## src/rtl/seg7_pkg.sv

```systemverilog
// Shared constants for the scanned 7-segment decoder: segment patterns,
// output codes and the frame FSM state type.
package seg7_pkg;
  localparam int NUM_DIG = 4;

  // Segment order {a,b,c,d,e,f,g}, a in bit 6, active-high
  localparam logic [6:0] SEG_0     = 7'b1111110;
  localparam logic [6:0] SEG_1     = 7'b0110000;
  localparam logic [6:0] SEG_2     = 7'b1101101;
  localparam logic [6:0] SEG_3     = 7'b1111001;
  localparam logic [6:0] SEG_4     = 7'b0110011;
  localparam logic [6:0] SEG_5     = 7'b1011011;
  localparam logic [6:0] SEG_6     = 7'b1011111;
  localparam logic [6:0] SEG_7     = 7'b1110000;
  localparam logic [6:0] SEG_8     = 7'b1111111;
  localparam logic [6:0] SEG_9     = 7'b1111011;
  localparam logic [6:0] SEG_BLANK = 7'b0000000;

  localparam logic [3:0] CODE_BLANK = 4'hF;
  localparam logic [3:0] CODE_ERR   = 4'hE;

  typedef enum logic {COLLECT = 1'b0, PUBLISH = 1'b1} state_t;
endpackage

```

## src/rtl/seg7_pattern_decode.sv

```systemverilog
// Combinational 7-segment pattern to BCD decode; unknown patterns flag invalid.
module seg7_pattern_decode
  import seg7_pkg::*;
(
  input  logic [6:0] pat,
  output logic [3:0] code,
  output logic       invalid
);
  always_comb begin
    code    = CODE_ERR;
    invalid = 1'b0;
    case (pat)
      SEG_0:     code = 4'd0;
      SEG_1:     code = 4'd1;
      SEG_2:     code = 4'd2;
      SEG_3:     code = 4'd3;
      SEG_4:     code = 4'd4;
      SEG_5:     code = 4'd5;
      SEG_6:     code = 4'd6;
      SEG_7:     code = 4'd7;
      SEG_8:     code = 4'd8;
      SEG_9:     code = 4'd9;
      SEG_BLANK: code = CODE_BLANK;
      default:   invalid = 1'b1;
    endcase
  end
endmodule

```

## src/rtl/seg7_scan_decoder.sv

```systemverilog
// Debounces a multiplexed 4-digit 7-segment scan and publishes whole frames
// once every digit has been seen STABLE_CNT times in a row.
module seg7_scan_decoder
  import seg7_pkg::*;
#(
  parameter int STABLE_CNT = 3
) (
  input  logic        clk,
  input  logic        rst,
  input  logic [6:0]  seg_in,
  input  logic [3:0]  dig_sel,
  input  logic        sample_en,
  output logic [15:0] value_out,
  output logic        frame_valid,
  output logic [3:0]  err_digit
);
  localparam logic [3:0] STABLE = 4'(STABLE_CNT);

  logic [3:0]                  dec_code;
  logic                        dec_inv;
  logic                        sample_ok;
  logic [NUM_DIG-1:0][6:0]     last_pat_q, last_pat_d;
  logic [NUM_DIG-1:0][3:0]     cnt_q, cnt_d;
  logic [NUM_DIG-1:0][3:0]     shd_q, shd_d;
  logic [NUM_DIG-1:0]          shd_err_q, shd_err_d;
  logic [NUM_DIG-1:0]          cap_q, cap_d;
  state_t                      state_q, state_d;

  // One decoder serves whichever digit is currently selected
  seg7_pattern_decode u_dec (
    .pat     (seg_in),
    .code    (dec_code),
    .invalid (dec_inv)
  );

  assign sample_ok = sample_en && (dig_sel != 4'd0) &&
                     ((dig_sel & (dig_sel - 4'd1)) == 4'd0);

  always_comb begin
    last_pat_d = last_pat_q;
    cnt_d      = cnt_q;
    shd_d      = shd_q;
    shd_err_d  = shd_err_q;
    // Clear on publish first so a same-cycle capture still sticks
    cap_d      = (state_q == PUBLISH) ? '0 : cap_q;
    for (int k = 0; k < NUM_DIG; k++) begin
      if (sample_ok && dig_sel[k]) begin
        if (seg_in == last_pat_q[k]) begin
          cnt_d[k] = (cnt_q[k] >= STABLE) ? STABLE : cnt_q[k] + 4'd1;
        end else begin
          last_pat_d[k] = seg_in;
          cnt_d[k]      = 4'd1;
        end
        if (cnt_d[k] >= STABLE) begin
          shd_d[k]     = dec_code;
          shd_err_d[k] = dec_inv;
          cap_d[k]     = 1'b1;
        end
      end
    end
  end

  // Entering PUBLISH on the capturing edge puts frame_valid in the next cycle
  always_comb begin
    state_d = state_q;
    case (state_q)
      COLLECT: if (cap_d == 4'hF) state_d = PUBLISH;
      PUBLISH: state_d = COLLECT;
      default: state_d = COLLECT;
    endcase
  end

  assign frame_valid = (state_q == PUBLISH);

  always_ff @(posedge clk) begin
    if (rst) begin
      state_q    <= COLLECT;
      last_pat_q <= '0;
      cnt_q      <= '0;
      shd_q      <= {NUM_DIG{CODE_BLANK}};
      shd_err_q  <= '0;
      cap_q      <= '0;
      value_out  <= 16'hFFFF;
      err_digit  <= 4'b0000;
    end else begin
      state_q    <= state_d;
      last_pat_q <= last_pat_d;
      cnt_q      <= cnt_d;
      shd_q      <= shd_d;
      shd_err_q  <= shd_err_d;
      cap_q      <= cap_d;
      if (state_q == COLLECT && state_d == PUBLISH) begin
        value_out <= shd_d;
        err_digit <= shd_err_d;
      end
    end
  end
endmodule
```

## config.mk

```make
export PLATFORM = sky130hd
export DESIGN_NAME = seg7_scan_decoder
export DESIGN_NICKNAME = d
export VERILOG_FILES = /design/src/rtl/seg7_pkg.sv /design/src/rtl/seg7_pattern_decode.sv /design/src/rtl/seg7_scan_decoder.sv
export SDC_FILE = /design/constraint.sdc
export NUM_CORES = 1
export LEC_CHECK = 0
export ABC_CLOCK_PERIOD_IN_PS = 3000
export CAP_MARGIN = 20
export CORE_MARGIN = 2
export CORE_UTILIZATION = 35
export CTS_BUF_LIST = sky130_fd_sc_hd__clkbuf_8 sky130_fd_sc_hd__clkbuf_16
export DETAILED_ROUTE_END_ITERATION = 16
export HOLD_SLACK_MARGIN = 0.08
export REMOVE_ABC_BUFFERS = 1
export SYNTH_ARGS = -nofsm -noshare
export SYNTH_HDL_FRONTEND = slang
export SYNTH_SLANG_ARGS = --single-unit
```

## constraint.sdc

```tcl
create_clock -name clk -period 3 [get_ports clk]
set_clock_uncertainty 0.2 [all_clocks]
set_input_delay 0.3 -clock clk [delete_from_list [all_inputs] [get_ports clk]]
set_output_delay 0.3 -clock clk [all_outputs]
set_load 0.01 [all_outputs]
```

==> metrics.md <==
| Metric | Value |
|---|---|
| Reg-to-Reg Start | `cnt_q[0]` |
| Hold_ws | `around 0.26 ns` |
| Top_reg_cell synth | `dfxtp_1` |
| Worst-margin pin slew | `~0.88 ns` |
| Crit path time final | `2.62 ns` |
| # clock sinks | `89` |
| Routed len/inst | `15.2 µm` |
| Pwr dens | `504 nW/µm²` |
| Worst Path Arrival | `about 2.6 ns` |
| Global-route wire length before repair | `16.9 mm` |
| Slew Viols, Final | `0` |
| Most frequent cells in the layout | `dfxtp_1 (89), nand2_1 (72), a21oi_1 (42)` |
| Maxcap violations | `0` |
| Cell at the slowest stage of the critical path | `clkdlybuf4s50_1` |
| Post-route cell area | `4900 µm²` |
| Nets@finish | `~530` |
| Required @ worst endpoint | `3.00 ns` |
| Die Area | `12400 µm²` |
| H-Tree Depth | `3` |
| Worst rel slew slack | `0.407` |
| Via count | `around 3400` |
| P_leak | `between 1.5 and 2 nW` |
| Final Core Density | `0.433` |
| Worst hold path type | `reg -> reg` |
| Setup ws final | `0.378 ns` |
| DP Cell Count | `640` |
| Pre-antenna DRT Iters | `4` |
| Synth unique cells | `57` |
| Vias in the first global route | `3407` |
| Crit Path Max Fanout | `8` |
| DR iter-0 viols | `~200` |
| # DRC | `0` |
| Post-cts sizing count | `0` |
| Post-Route WL | `9.96 mm` |
| Port Buffer Count | `34` |
| Setup TNS | `0 ns` |
| P&R area growth vs syn | `21.6%` |
| Post-CTS setup buffer count | `0` |
| Die height | `111 µm` |
| Synthesis-stage register bit count | `89` |
| Synthesis Warnings | `0` |
| Clk Latency, worst-skew pair | `~0.34 ns` |
| TritonCTS Buffers | `9` |
| CTS Hold Bufs | `0` |
| IR drop worst, VDD | `~0.4 mV` |
| Worst setup path start | `seg_in[3]` |
| Final Total Pwr | `2.47 mW` |
| Syn Inst Count | `around 470` |
| Hold path start | `cnt_q[5]` |
| Post-Layout Cell Count | `656` |
| Starting density of the core | `0.356` |
| DP Area | `between 4000 and 5000 µm²` |
| Final worst-path cycle share | `0.874` |
| Share of async-settable or async-resettable flops after synthesis | `0` |
| CP Launch Type | `input pin` |
| Max stage delay on crit path | `0.63 ns` |
| Mapped cell area | `4030 µm²` |
| Crit. End Element | `flip-flop` |
| Antenna violations before repair | `0` |
| Most common cell after layout, fill and taps aside | `dfxtp_1` |
| Average size of a mapped cell | `between 8 and 9 µm²` |
| Remaining global-route overflow | `0` |
| Number of vias per cell | `about 5.2` |
| CTS tree | `done` |
| ANT nets after route | `0` |
| Hold Fails Final Rpt | `0` |
| Clock transition at the registers of the reported paths | `~0.08 ns` |
| Hpwl dp | `6.99 mm` |
| Clock buffer depth | `2` |
| Register area share after synthesis | `0.442` |
| Number of synthesized flops with an enable pin | `0` |
| Crit path top cell by count | `o211ai_1` |
| RSZ-0062 raised after global routing | `false` |
| Fmax | `0.381 GHz` |
| CTS root buf | `clkbuf_16` |
| GR Util All Layers | `0.166` |
| N_diodes | `0` |
| Final setup fails | `0` |
| Core area | `11300 µm²` |
| GPL Wtd Cong | `0.802` |
| Share of layout cells above drive strength 1 | `0.111` |
| Status | `finished, final reports clean` |
| Pre-CTS WS | `0.0320 ns` |
| Critical-path cell list | `clkdlybuf4s50_1, buf_4, nor3_1, o211ai_1, a21boi_1, o21ai_1, mux2i_1, o211ai_1` |
| CP Class | `in -> reg` |
| Die Wd | `about 110 µm` |
| Cell Rows | `39` |
| Pin count of the biggest net entering global routing | `58` |
| # IOs | `35` |
cell type report:
type	instances	area [µm²]
clock buffer	9	225
clock inverter	7	81.3
fill	1105	6420
inverter	6	22.5
multi-input combinational	340	2060
sequential	89	1780
tap	143	179
timing repair buffer	62	558
power breakdown:
group | internal, mW | switching, mW | leakage (nW)
sequential | 1.19 | 0.00437 | 0.719
clock | 0.594 | 0.536 | 0.150
combinational | 0.0598 | 0.0931 | 1.06
cells by family (layout without fill, tap and decap cells):
family | count (synthesis) | after routing | synth area share
adders and majority gates | 4 | 4 | 0.0124
muxes | 7 | 7 | 0.0177
and+or+nand+nor | 172 | 172 | 0.214
buffers and inverters | 43 | 84 | 0.0481
AOI/OAI and AO/OA | 128 | 128 | 0.203
xor gates and xnor gates | 29 | 29 | 0.0630
DFF | 89 | 89 | 0.442
synth_stat cells (5+ instances only):
cell | n | area, µm²
clkbuf_1 | 24 | 90.1
nand4_1 | 5 | 31.3
and2_1 | 8 | 50.1
a21oi_1 | 42 | 210
nand3_1 | 8 | 40.0
buf_2 | 8 | 40.0
o21ai_1 | 15 | 75.1
o211ai_1 | 16 | 120
mux2i_1 | 6 | 60.1
dfxtp_1 | 89 | 1780
nand2_1 | 72 | 270
o21ai_0 | 14 | 70.1
and3_1 | 17 | 106
nor2_1 | 24 | 90.1
a211oi_1 | 5 | 37.5
o21a_1 | 12 | 90.1
nor4_1 | 5 | 31.3
xnor2_1 | 8 | 70.1
xor2_1 | 21 | 184
nor3_1 | 9 | 45.0
inv_1 | 5 | 18.8
nor2b_1 | 5 | 31.3
flip-flops by register name, indices dropped and copies added, names as in the netlist:
| signal | cells |
|---|---|
| frame_valid | 1 |
| value_out | 16 |
| cnt_q | 16 |
| shd_err_q | 4 |
| last_pat_q | 28 |
| err_digit | 4 |
| shd_q | 16 |
| cap_q | 4 |
critical path: cells and delay by family:
family          cells  cell delay [ns]
buf+inv             2             0.91
compound gates      4             0.89
mux                 1             0.30
simple gates        1             0.21
layer usage:
| metal | global-route usage | vias to the layer above | part of all wire |
|---|---|---|---|
| met4 | 0.0749 | 0 | 0.027 |
| met3 | 0.0252 | 19 | 0.024 |
| met5 | 0 | - | 0 |
| li1 | - | 1737 | - |
| met2 | 0.260 | 46 | 0.45 |
| met1 | 0.226 | 1616 | 0.50 |
worst paths after layout:
kind | endpoint | slack, ns | depth (start not counted)
worst max-delay path | value_out[15] | 0.38 | 8
worst min register to register | cnt_q[5] | 0.26 | 2
worst max register to register | value_out[2] | 0.48 | 8
worst min-delay path | cnt_q[5] | 0.26 | 2
Note: power is estimated with default switching activity, not from simulation.
